### config.mk
export PLATFORM = sky130hd
export DESIGN_NAME = load_buffer_flat
export DESIGN_NICKNAME = d
export VERILOG_FILES = /design/src/rtl/o3_pkg.sv /design/src/rtl/load_buffer_if.sv /design/src/rtl/load_buffer_select.sv /design/src/rtl/load_buffer.sv /design/src/flat_wrapper.sv
export SDC_FILE = /design/constraint.sdc
export NUM_CORES = 1
export LEC_CHECK = 0
export CORE_MARGIN = 2
export CORE_UTILIZATION = 40
export DETAILED_ROUTE_END_ITERATION = 7
export HOLD_SLACK_MARGIN = 0.02
export PLACE_DENSITY = 0.69
export SLEW_MARGIN = 5
export SYNTH_ARGS = -nofsm -noshare
export SYNTH_HDL_FRONTEND = slang
export SYNTH_SLANG_ARGS = --single-unit
### constraint.sdc
create_clock -name clock -period 1.9 [get_ports clock]
set_input_delay 0.38 -clock clock [delete_from_list [all_inputs] [get_ports clock]]
set_output_delay 0.38 -clock clock [all_outputs]
set_load 0.005 [all_outputs]
### src/rtl/o3_pkg.sv
// Shared out-of-order core types: load-buffer entry state/struct, memory access sizes,
// and the doubleword byte-extract helper also used by store-to-load forwarding.
package o3_pkg;

    localparam int unsigned XLEN  = 32;
    localparam int unsigned DWLEN = 64;

    typedef enum logic [1:0] {
        MEM_BYTE = 2'd0,
        MEM_HALF = 2'd1,
        MEM_WORD = 2'd2
    } mem_size_e;

    typedef enum logic [1:0] {
        LB_FREE = 2'd0,
        LB_WAIT = 2'd1,
        LB_MEM  = 2'd2,
        LB_DONE = 2'd3
    } lb_state_e;

    typedef struct packed {
        lb_state_e        state;
        logic [XLEN-1:0]  addr;
        mem_size_e        size;
        logic             sgn;
        logic [XLEN-1:0]  value;
    } lb_entry_t;

    // Number of bytes touched by an access of the given size.
    function automatic logic [3:0] mem_size_bytes(input mem_size_e size);
        case (size)
            MEM_BYTE: return 4'd1;
            MEM_HALF: return 4'd2;
            default:  return 4'd4;
        endcase
    endfunction

    // Select the addressed bytes of a little-endian doubleword and extend to XLEN.
    function automatic logic [XLEN-1:0] load_extract(input logic [DWLEN-1:0] dw,
                                                     input logic [2:0]       off,
                                                     input mem_size_e        size,
                                                     input logic             sgn);
        logic [XLEN-1:0] sh;
        logic [XLEN-1:0] res;
        sh = XLEN'(dw >> {off, 3'b000});
        case (size)
            MEM_BYTE: res = {{24{sgn & sh[7]}}, sh[7:0]};
            MEM_HALF: res = {{16{sgn & sh[15]}}, sh[15:0]};
            default:  res = sh;
        endcase
        return res;
    endfunction

endpackage

### src/rtl/load_buffer_if.sv
// Load-buffer bus: ACU allocation, hazard handshake, D-memory read port and CDB result.
interface load_buffer_if #(
    parameter int unsigned ROB_IDX_W = 5
);
    logic                 squash;
    logic                 alloc_valid;
    logic [31:0]          alloc_addr;
    logic [1:0]           alloc_size;
    logic                 alloc_signed;
    logic [ROB_IDX_W-1:0] alloc_rob_idx;
    logic                 lb_exec_stall;
    logic                 commit_wr_mem;
    logic [63:0]          mem_rd_data;
    logic                 lb_wr_enable;

    logic                 ex_rd_mem;
    logic [31:0]          ex_rd_addr;
    logic                 lb_full;
    logic                 lb_cdb_valid;
    logic [ROB_IDX_W-1:0] lb_cdb_rob_idx;
    logic [31:0]          lb_cdb_value;

    modport master (
        output squash, alloc_valid, alloc_addr, alloc_size, alloc_signed, alloc_rob_idx,
               lb_exec_stall, commit_wr_mem, mem_rd_data, lb_wr_enable,
        input  ex_rd_mem, ex_rd_addr, lb_full, lb_cdb_valid, lb_cdb_rob_idx, lb_cdb_value
    );

    modport slave (
        input  squash, alloc_valid, alloc_addr, alloc_size, alloc_signed, alloc_rob_idx,
               lb_exec_stall, commit_wr_mem, mem_rd_data, lb_wr_enable,
        output ex_rd_mem, ex_rd_addr, lb_full, lb_cdb_valid, lb_cdb_rob_idx, lb_cdb_value
    );
endinterface

### src/rtl/load_buffer_select.sv
// Pick one entry from an eligible mask: lowest index, or oldest age stamp when
// LB_AGE_ORDER_EN is defined (modulo compare, MSB of the difference marks "older").
module lb_select #(
    parameter int unsigned N  = 4
`ifdef LB_AGE_ORDER_EN
   ,parameter int unsigned AW = $clog2(N) + 1
`endif
) (
    input  logic [N-1:0]         mask,
`ifdef LB_AGE_ORDER_EN
    input  logic [AW-1:0]        ages [N],
`endif
    output logic [$clog2(N)-1:0] idx,
    output logic                 valid
);
    localparam int unsigned IW = $clog2(N);

`ifdef LB_AGE_ORDER_EN
    logic [AW-1:0] best_age;
    logic [AW-1:0] diff;

    always_comb begin
        idx      = '0;
        valid    = 1'b0;
        best_age = '0;
        diff     = '0;
        for (int i = 0; i < N; i++) begin
            diff = ages[i] - best_age;
            if (mask[i] && (!valid || diff[AW-1])) begin
                idx      = IW'(i);
                valid    = 1'b1;
                best_age = ages[i];
            end
        end
    end
`else
    always_comb begin
        idx   = '0;
        valid = 1'b0;
        for (int i = N - 1; i >= 0; i--) begin
            if (mask[i]) begin
                idx   = IW'(i);
                valid = 1'b1;
            end
        end
    end
`endif

endmodule

### src/rtl/load_buffer.sv
// Load buffer: holds resolved loads, issues one D-memory read at a time, returns results on the CDB.
// Optional LB_AGE_ORDER_EN: oldest-first issue/CDB selection using per-entry age stamps.
module load_buffer
    import o3_pkg::*;
#(
    parameter int unsigned LB_SIZE   = 4,
    parameter int unsigned ROB_IDX_W = 5
) (
    input logic         clock,
    input logic         reset,
    load_buffer_if.slave bus
);
    localparam int unsigned IW = $clog2(LB_SIZE);

    lb_entry_t            entries_q [LB_SIZE];
    lb_entry_t            entries_d [LB_SIZE];
    logic [ROB_IDX_W-1:0] rob_q     [LB_SIZE];
    logic [ROB_IDX_W-1:0] rob_d     [LB_SIZE];
    logic                 drop_resp_q, drop_resp_d;

`ifdef LB_AGE_ORDER_EN
    localparam int unsigned AW = IW + 1;
    logic [AW-1:0] age_q [LB_SIZE];
    logic [AW-1:0] age_d [LB_SIZE];
    logic [AW-1:0] alloc_cnt_q, alloc_cnt_d;
`endif

    logic [LB_SIZE-1:0] free_mask, wait_mask, mem_mask, done_mask;
    logic [IW-1:0]      alloc_idx, issue_idx, cdb_idx;
    logic               issue_any, cdb_any, issue, do_alloc;

    always_comb begin
        free_mask = '0;
        wait_mask = '0;
        mem_mask  = '0;
        done_mask = '0;
        for (int i = 0; i < LB_SIZE; i++) begin
            free_mask[i] = (entries_q[i].state == LB_FREE);
            wait_mask[i] = (entries_q[i].state == LB_WAIT);
            mem_mask[i]  = (entries_q[i].state == LB_MEM);
            done_mask[i] = (entries_q[i].state == LB_DONE);
        end
    end

    // Allocation always fills the lowest-index FREE entry.
    always_comb begin
        alloc_idx = '0;
        for (int i = LB_SIZE - 1; i >= 0; i--) begin
            if (free_mask[i]) alloc_idx = IW'(i);
        end
    end

    lb_select #(.N(LB_SIZE)) u_issue_sel (
        .mask  (wait_mask),
`ifdef LB_AGE_ORDER_EN
        .ages  (age_q),
`endif
        .idx   (issue_idx),
        .valid (issue_any)
    );

    lb_select #(.N(LB_SIZE)) u_cdb_sel (
        .mask  (done_mask),
`ifdef LB_AGE_ORDER_EN
        .ages  (age_q),
`endif
        .idx   (cdb_idx),
        .valid (cdb_any)
    );

    assign issue    = issue_any && !bus.lb_exec_stall && !bus.commit_wr_mem && !(|mem_mask) && !reset;
    assign do_alloc = bus.alloc_valid && !bus.lb_full && !bus.squash;

    assign bus.ex_rd_mem      = issue;
    assign bus.ex_rd_addr     = issue ? {entries_q[issue_idx].addr[31:3], 3'b000} : 32'h0;
    assign bus.lb_full        = ~|free_mask;
    assign bus.lb_cdb_valid   = cdb_any;
    assign bus.lb_cdb_rob_idx = cdb_any ? rob_q[cdb_idx] : '0;
    assign bus.lb_cdb_value   = cdb_any ? entries_q[cdb_idx].value : 32'h0;

    // Per-entry next state: return, issue, CDB free, alloc; squash overrides all.
    always_comb begin
        entries_d   = entries_q;
        rob_d       = rob_q;
        drop_resp_d = 1'b0;
`ifdef LB_AGE_ORDER_EN
        age_d       = age_q;
        alloc_cnt_d = alloc_cnt_q;
`endif
        for (int i = 0; i < LB_SIZE; i++) begin
            if (entries_q[i].state == LB_MEM && !drop_resp_q) begin
                entries_d[i].value = load_extract(bus.mem_rd_data, entries_q[i].addr[2:0],
                                                  entries_q[i].size, entries_q[i].sgn);
                entries_d[i].state = LB_DONE;
            end
        end
        if (issue) entries_d[issue_idx].state = LB_MEM;
        if (cdb_any && bus.lb_wr_enable) entries_d[cdb_idx].state = LB_FREE;
        if (do_alloc) begin
            entries_d[alloc_idx] = '{state: LB_WAIT, addr: bus.alloc_addr,
                                     size: mem_size_e'(bus.alloc_size),
                                     sgn: bus.alloc_signed, value: 32'h0};
            rob_d[alloc_idx]     = bus.alloc_rob_idx;
`ifdef LB_AGE_ORDER_EN
            age_d[alloc_idx]     = alloc_cnt_q;
            alloc_cnt_d          = alloc_cnt_q + AW'(1);
`endif
        end
        if (bus.squash) begin
            for (int i = 0; i < LB_SIZE; i++) entries_d[i].state = LB_FREE;
            drop_resp_d = issue;
        end
    end

    always_ff @(posedge clock) begin
        if (reset) begin
            for (int i = 0; i < LB_SIZE; i++) begin
                entries_q[i] <= '0;
                rob_q[i]     <= '0;
`ifdef LB_AGE_ORDER_EN
                age_q[i]     <= '0;
`endif
            end
            drop_resp_q <= 1'b0;
`ifdef LB_AGE_ORDER_EN
            alloc_cnt_q <= '0;
`endif
        end else begin
            entries_q   <= entries_d;
            rob_q       <= rob_d;
            drop_resp_q <= drop_resp_d;
`ifdef LB_AGE_ORDER_EN
            age_q       <= age_d;
            alloc_cnt_q <= alloc_cnt_d;
`endif
        end
    end

    // Protocol checks: no alloc while full, no access crossing a doubleword.
    always_ff @(posedge clock) begin
        if (!reset && bus.alloc_valid) begin
            assert (!bus.lb_full)
                else $error("load_buffer: alloc while lb_full, load dropped");
            assert ((4'({1'b0, bus.alloc_addr[2:0]}) + mem_size_bytes(mem_size_e'(bus.alloc_size))) <= 4'd8)
                else $error("load_buffer: misaligned access crosses doubleword");
        end
    end

endmodule
### src/flat_wrapper.sv
// flat-port wrapper written by rule: the top's interface ports become plain ports
module load_buffer_flat import o3_pkg::*;
#(
    parameter int unsigned LB_SIZE   = 4,
    parameter int unsigned ROB_IDX_W = 5
)
  (clock, reset, bus_squash, bus_alloc_valid, bus_alloc_addr, bus_alloc_size, bus_alloc_signed, bus_alloc_rob_idx, bus_lb_exec_stall, bus_commit_wr_mem, bus_mem_rd_data, bus_lb_wr_enable, bus_ex_rd_mem, bus_ex_rd_addr, bus_lb_full, bus_lb_cdb_valid, bus_lb_cdb_rob_idx, bus_lb_cdb_value);
  load_buffer_if #(.ROB_IDX_W(ROB_IDX_W)) bus_i ();
  input logic clock;
  input logic reset;
  input wire logic [$bits(bus_i.squash)-1:0] bus_squash;
  input wire logic [$bits(bus_i.alloc_valid)-1:0] bus_alloc_valid;
  input wire logic [$bits(bus_i.alloc_addr)-1:0] bus_alloc_addr;
  input wire logic [$bits(bus_i.alloc_size)-1:0] bus_alloc_size;
  input wire logic [$bits(bus_i.alloc_signed)-1:0] bus_alloc_signed;
  input wire logic [$bits(bus_i.alloc_rob_idx)-1:0] bus_alloc_rob_idx;
  input wire logic [$bits(bus_i.lb_exec_stall)-1:0] bus_lb_exec_stall;
  input wire logic [$bits(bus_i.commit_wr_mem)-1:0] bus_commit_wr_mem;
  input wire logic [$bits(bus_i.mem_rd_data)-1:0] bus_mem_rd_data;
  input wire logic [$bits(bus_i.lb_wr_enable)-1:0] bus_lb_wr_enable;
  output wire logic [$bits(bus_i.ex_rd_mem)-1:0] bus_ex_rd_mem;
  output wire logic [$bits(bus_i.ex_rd_addr)-1:0] bus_ex_rd_addr;
  output wire logic [$bits(bus_i.lb_full)-1:0] bus_lb_full;
  output wire logic [$bits(bus_i.lb_cdb_valid)-1:0] bus_lb_cdb_valid;
  output wire logic [$bits(bus_i.lb_cdb_rob_idx)-1:0] bus_lb_cdb_rob_idx;
  output wire logic [$bits(bus_i.lb_cdb_value)-1:0] bus_lb_cdb_value;
  assign bus_i.squash = bus_squash;
  assign bus_i.alloc_valid = bus_alloc_valid;
  assign bus_i.alloc_addr = bus_alloc_addr;
  assign bus_i.alloc_size = bus_alloc_size;
  assign bus_i.alloc_signed = bus_alloc_signed;
  assign bus_i.alloc_rob_idx = bus_alloc_rob_idx;
  assign bus_i.lb_exec_stall = bus_lb_exec_stall;
  assign bus_i.commit_wr_mem = bus_commit_wr_mem;
  assign bus_i.mem_rd_data = bus_mem_rd_data;
  assign bus_i.lb_wr_enable = bus_lb_wr_enable;
  assign bus_ex_rd_mem = bus_i.ex_rd_mem;
  assign bus_ex_rd_addr = bus_i.ex_rd_addr;
  assign bus_lb_full = bus_i.lb_full;
  assign bus_lb_cdb_valid = bus_i.lb_cdb_valid;
  assign bus_lb_cdb_rob_idx = bus_i.lb_cdb_rob_idx;
  assign bus_lb_cdb_value = bus_i.lb_cdb_value;
  load_buffer #(.LB_SIZE(LB_SIZE), .ROB_IDX_W(ROB_IDX_W)) u_core (.clock(clock), .reset(reset), .bus(bus_i));
endmodule
==> results of run 1 <==
## cells by family after synthesis
| kind of cell | share of synthesized area, % |
|---|---|
| compound gates | 25.9 |
| simple gates | 15.5 |
| mux | 20.9 |
| flops | 30.9 |
| buf+inv | 6.81 |
| other cells | 0.0195 |
## worst paths after layout
kind | cells after the start | to | slack [ns]
worst min register to register | 2 | u_core.entries_q[192] | 0.45
worst min-delay path | 3 | u_core.entries_q[255] | 0.41
worst max-delay path | 9 | bus_lb_cdb_value[6] | -0.93
worst max register to register | 10 | u_core.entries_q[17] | -0.11
## placed cells by master, fill, tap and decap left out, drive strengths merged, types with 38 or more instances in the layout
cell	count
a211oi	41
a21oi	303
a22oi	38
buf	547
clkbuf	46
clkdlybuf4s50	108
dfxtp	297
mux2i	200
mux4	79
nand2	426
nand3	55
nor2	140
o21ai	129
o22ai	44
## flip-flops by register name, indices dropped and copies added, names as in the netlist
register,flops
u_core.rob_q,20
u_core.entries_q,276
u_core.drop_resp_q,1
## stage by stage
stage               total power, uW  cell area, um2  worst slack [ns]
finish                        14600           27300            -0.928
global route                  15000           27300            -0.949
CTS                           14500           27000            -0.927
detailed placement             8520           24400            -0.948
global placement               8480           24400            -0.921
floorplan                      7410           19300          -0.00110
## cell type report
cell class / count / area share, %
multi-input combinational: 1758 / 47.2
clock buffer: 43 / 3.11
clock inverter: 11 / 0.490
tap: 615 / 2.81
timing repair buffer: 669 / 24.0
inverter: 31 / 0.435
sequential: 297 / 21.9
## report_power, final
group	total, uW	switching [uW]	internal, uW
sequential	6320	48.4	6270
combinational	2260	1180	1080
clock	6030	2650	3390
total	14600	3870	10700
## worst register-to-register path: cells and delay by family, from the launching register on
kind / cells / cell delay (ns)
DFF: 1 / 0.36
and+or+nand+nor: 2 / 0.27
buffers and inverters: 5 / 0.85
AOI/OAI and AO/OA: 3 / 0.40
## routing by layer
metal | vias to the layer above | track usage (%)
met4 | 2 | 22.1
met5 | - | 0
met1 | 10573 | 40.7
li1 | 9461 | -
met2 | 1476 | 53.7
met3 | 374 | 5.81
## repair_timing
item / 4_1_cts / 5_1_grt
setup buffers: 60 / 10
endpoints found under the hold margin: 0 / 0
gates resized for setup: 477 / 83
setup endpoints to repair: 195 / 300
pin swaps: 95 / 53
cloned: 23 / 1
==> run_results.csv, run 1 <==
group,metric,value,unit
final_layout,area_delta_synth_final,42.1,%
clock_network,tritoncts,"built",
final_layout,nets,2898,
drt,avgRoutedWirePerCell,25.1,um
drt,viasPerCell,6.39,
grt,antenna_found_initial,1,
setup_path,worstPathRequired,1.52,ns
power_and_ir_drop,ir_drop,0.862,mV
sta,finalHoldViolCount,0,
clock_network,cts_made_buffers,30,
logic_synthesis,synthArstFlopShare,0,%
clock_network,clk_pin_slew,0.07,ns
power_and_ir_drop,power_density,534,mW/mm2
setup_path,cpPeakStageDelay,0.33,ns
clock_network,cts_hold_buf,0,
die,rows,80,
clock_network,cts.path.max_buffers,3,
logic_synthesis,ys_types,74,
logic_synthesis,syn-cell-area,0.0192,mm2
placement,dpl.hpwl,58.0,mm
setup_path,setup.worst_path.class,"reg2out",
grt,grt_max_degree,93,
sta,drv_slew,0,
sta,setup_tns,-57.36,ns
logic_synthesis,synth_common_cells,"nand2_1 (426), dfxtp_1 (297), a21oi_1 (283), mux2i_1 (198), clkbuf_1 (154)",
final_layout,multi_input_area,0.0129,mm2
setup_path,path_max_fanout,12,
logic_synthesis,synth.top_cell.area_share,30.9,%
sta,slew_headroom,34.6,%
logic_synthesis,syn_inst,2346,
setup_path,crit_family,"compound AO/OA/AOI/OAI gates",
sta,fin_crit_sh,149,%
setup_path,end_kind,"primary output",
setup_path,crit_top_cell,"buf_12",
final_layout,seqCellArea,0.00599,mm2
setup_path,arrival,2.45,ns
setup_path,crit_slowest_cell,"dfxtp_2",
drt,drc_errors,0,
placement,placedCellCount,3292,
sta,setup_slack,-0.928,ns
logic_synthesis,synth.most_common_cell,"nand2_1",
logic_synthesis,synthTopCellsByArea,"dfxtp_1 (31%), mux2i_1 (10%), mux4_2 (9.0%)",
logic_synthesis,synth_edf_count,0,
final_layout,drive_gt1_share,33.2,%
sta,fmax,354,MHz
run_status,violations,"setup timing",
grt,first_global_vias,21279,
logic_synthesis,synth_top_area_cell,"dfxtp_1",
run_status,status,"finished, violations left",
grt,grt_remaining_overflow,0,
logic_synthesis,syn-mean-instance-area,8.20,um2
setup_path,cp_cell_sequence,"and2_4, buf_12, a31oi_4, buf_12, buf_4, nand2_1, a21o_1, a21oi_2, buf_2",
die,die_w,223,um
die,start_util,40.4,%
drt,wl_met1,31.7,mm
logic_synthesis,ys_seq_area_share,30.9,%
sta,worst_pin_slew,0.980,ns
setup_path,r2r_start,"u_core.entries_q[275]",
drt,antenna_left,0,
logic_synthesis,synth_warnings,0,
final_layout,stdcell_count,3424,
clock_network,insertion_delay,0.62,ns
sta,setup-violations-final,133,
power_and_ir_drop,p_leak,0.00956,uW
sta,timing.final.crit_period,2.83,ns
grt,grt_usage,33.2,%
drt,drt_wl_total,86.1,mm
placement,routabilityCongestion,1.01,
sta,holdWs,0.408,ns
drt,wl_met2,39.4,mm
drt,top_layer,"met5",
die,ios,183,
drt,drt_iter0_markers,2973,
setup_path,crit_start,"u_core.entries_q[205]",
final_layout,utilization,57.4,%
clock_network,ctsHtreeMaxLevel,1,
worst_hold_path,hold_path.class,"in2reg",
drt,first_pass_iters,7,
drt,vias,21886,
sta,skew,0.0560,ns
drt,met3_length,8.20,mm
setup_path,crit_buf_inv,4,
sta,rsz0062_at_grt,"yes",
logic_synthesis,ys.flop_type,"dfxtp_1",
setup_path,startpoint_type,"register",
clock_network,cts.sink_count,297,
run,drv_cap,0,
logic_synthesis,ys_seq_elements,297,
clock_network,cts-root-buf,"clkbuf_16",
final_layout,n_antenna_cell,0,
die,coreArea,0.0476,mm2
grt,grt_first_pass_wirelength,128,mm
placement,port_buffers,179,
worst_hold_path,holdCritStartpoint,"bus_alloc_addr[13]",
die,die_area,0.0499,mm2
final_layout,fill_cells,4006,
die,die_y,223,um
(Power assumes the default switching activity.)
==> run 2, diff against run 1 <==
Settings changed: CORE_MARGIN 2 to not set, CTS_BUF_LIST set to sky130_fd_sc_hd__clkbuf_16, SKIP_CTS_REPAIR_TIMING set to 1.
==> run 2 against run 1 <==
Net effect: routed wire length is 2.5% higher; combinational power hardly changed; count of clock-buffer cells in the layout is 12 lower; die area is 1.8% lower; global-route usage is 1.7 points lower; via count hardly changed; worst setup slack worse by 0.083 ns; the run still ends with setup timing left; flip-flop and latch count stayed put; final cell count is 0.44% higher; first-iteration DRC count is 0.20% higher; hold slack worse by 0.20 ns; sequential share of layout area is 0.26 points lower; largest cell class unchanged.
==> run_results.csv, run 2 (synthesis gave the netlist of run 1 again) <==
group,metric,value,unit
drt,drc_errors,0,
clock_network,cts.path.max_buffers,3,
sta,slew_headroom,26.5,%
power_and_ir_drop,power_density,525,mW/mm2
sta,setup_tns,-73.40,ns
drt,antenna_left,0,
grt,first_global_vias,20287,
final_layout,n_antenna_cell,0,
clock_network,tritoncts,"built",
sta,fmax,344,MHz
placement,dpl.hpwl,58.2,mm
final_layout,nets,2911,
grt,grt_remaining_overflow,0,
setup_path,end_kind,"primary output",
drt,avgRoutedWirePerCell,25.7,um
setup_path,path_max_fanout,7,
die,start_util,40.4,%
placement,pre_cts_ws,-1.05,ns
final_layout,top_register,"u_core.entries_q",
run,drv_cap,0,
setup_path,startpoint_type,"register",
power_and_ir_drop,p_leak,0.00969,uW
final_layout,utilization,58.1,%
final_layout,final_cell_mix,"nand2_1 (394), buf_4 (364), dfxtp_1 (278)",
clock_network,cts-root-buf,"clkbuf_16",
sta,rsz0062_at_grt,"yes",
grt,antenna_found_initial,1,
die,die_y,221,um
final_layout,largest_reg_flops,276,
sta,worst_pin_slew,1.10,ns
run_status,violations,"setup timing",
drt,vias,21900,
sta,holdWs,0.208,ns
final_layout,drive_gt1_share,36.3,%
die,ios,183,
drt,first_pass_iters,6,
grt,grt_first_pass_wirelength,121,mm
sta,setup-violations-final,217,
grt,grt_usage,31.5,%
setup_path,crit_family,"buffers and inverters",
die,die_w,221,um
final_layout,largestRegisters,"u_core.entries_q x276, u_core.rob_q x20, u_core.drop_resp_q x1",
grt,use_met2,51.4,%
final_layout,stdcell_count,3439,
sta,timing.final.crit_period,2.91,ns
setup_path,cp_cell_sequence,"and2_4, buf_6, buf_6, a31oi_4, buf_12, buf_12, nand2_1, a21o_1, a21oi_2, clkbuf_2",
die,die_area,0.0490,mm2
sta,fin_crit_sh,153,%
placement,routabilityCongestion,1.03,
placement,placedCellCount,3302,
final_layout,area_delta_synth_final,43.9,%
drt,viasPerCell,6.37,
setup_path,worstPathRequired,1.52,ns
run_status,status,"finished, violations left",
drt,drt_iter0_markers,2979,
setup_path,arrival,2.53,ns
placement,port_buffers,179,
sta,finalHoldViolCount,0,
final_layout,multi_input_area,0.0132,mm2
setup_path,cpPeakStageDelay,0.33,ns
die,rows,80,
power_and_ir_drop,ir_drop,0.738,mV
setup_path,crit_slowest_cell,"dfxtp_2",
final_layout,fill_cells,3985,
clock_network,cts_made_buffers,31,
final_layout,seqCellArea,0.00599,mm2
grt,grt_max_degree,97,
clock_network,insertion_delay,0.60,ns
sta,skew,0.0261,ns
clock_network,ctsHtreeMaxLevel,1,
clock_network,cts.sink_count,297,
clock_network,clk_pin_slew,0.06,ns
sta,setup_slack,-1.01,ns
final_layout,final_common_cell,"nand2_1",
worst_hold_path,hold_path.class,"in2reg",
die,coreArea,0.0476,mm2
sta,drv_slew,0,
setup_path,crit_buf_inv,5,
grt,met3_usage,5.01,%
grt,grt-busiest-layer,"met2",
setup_path,setup.worst_path.class,"reg2out",
grt,grtUsageMet1,38.5,%
drt,drt_wl_total,88.3,mm
## run 2: changes by cell type in the layout (fill, tap and decap cells not counted), sizes merged
| cell | before | now |
|---|---|---|
| a21oi | 303 | 304 |
| buf | 547 | 530 |
| bufbuf | 6 | 0 |
| clkbuf | 46 | 70 |
| clkdlybuf4s50 | 108 | 106 |
| clkinv | 8 | 14 |
| clkinvlp | 0 | 1 |
| dlygate4sd2 | 4 | 0 |
| dlymetal6s2s | 1 | 5 |
| inv | 32 | 40 |
## run 2: through the flow
stage | total power, uW | cell area [um2]
final | 14500 | 27700
after global routing | 14900 | 27700
after CTS | 14300 | 25500
after detailed placement | 8510 | 24500
after global placement | 8470 | 24500
after floorplan | 7410 | 19300
## run 2: where the power goes
group / switching, uW / internal (uW)
Combinational: 1200 / 1070
Clock: 2710 / 3250
Sequential: 46.7 / 6270
## run 2: final timing paths
check	startpoint	slack [ns]	cells past startpoint	end
worst min-delay path	reset	0.21	3	u_core.rob_q[4]
worst max register to register	u_core.entries_q[206]	-0.31	12	u_core.entries_q[23]
worst min register to register	u_core.entries_q[114]	0.45	2	u_core.entries_q[114]
worst max-delay path	u_core.entries_q[206]	-1.01	10	bus_lb_cdb_value[9]
## run 2: worst min-delay path: cells and delay by family
family	cells	cell delay, ns
compound gates	1	0.04
buf+inv	2	0.33
## run 2: metal layers
metal	routed length (um)	share of wire, %	up-vias
met4	6970	7.9	2
met2	41000	46	1496
met5	12	0.014	-
li1	-	-	9475
met1	31800	36	10568
met3	8480	9.6	359
## run 2: cell type report
type,instances,share of cell area [%]
Clock inverter,26,0.678
Multi-Input combinational cell,1759,47.6
Clock buffer,31,2.80
Tap cell,615,2.78
Inverter,31,0.456
Timing Repair Buffer,680,24.1
Sequential cell,297,21.6
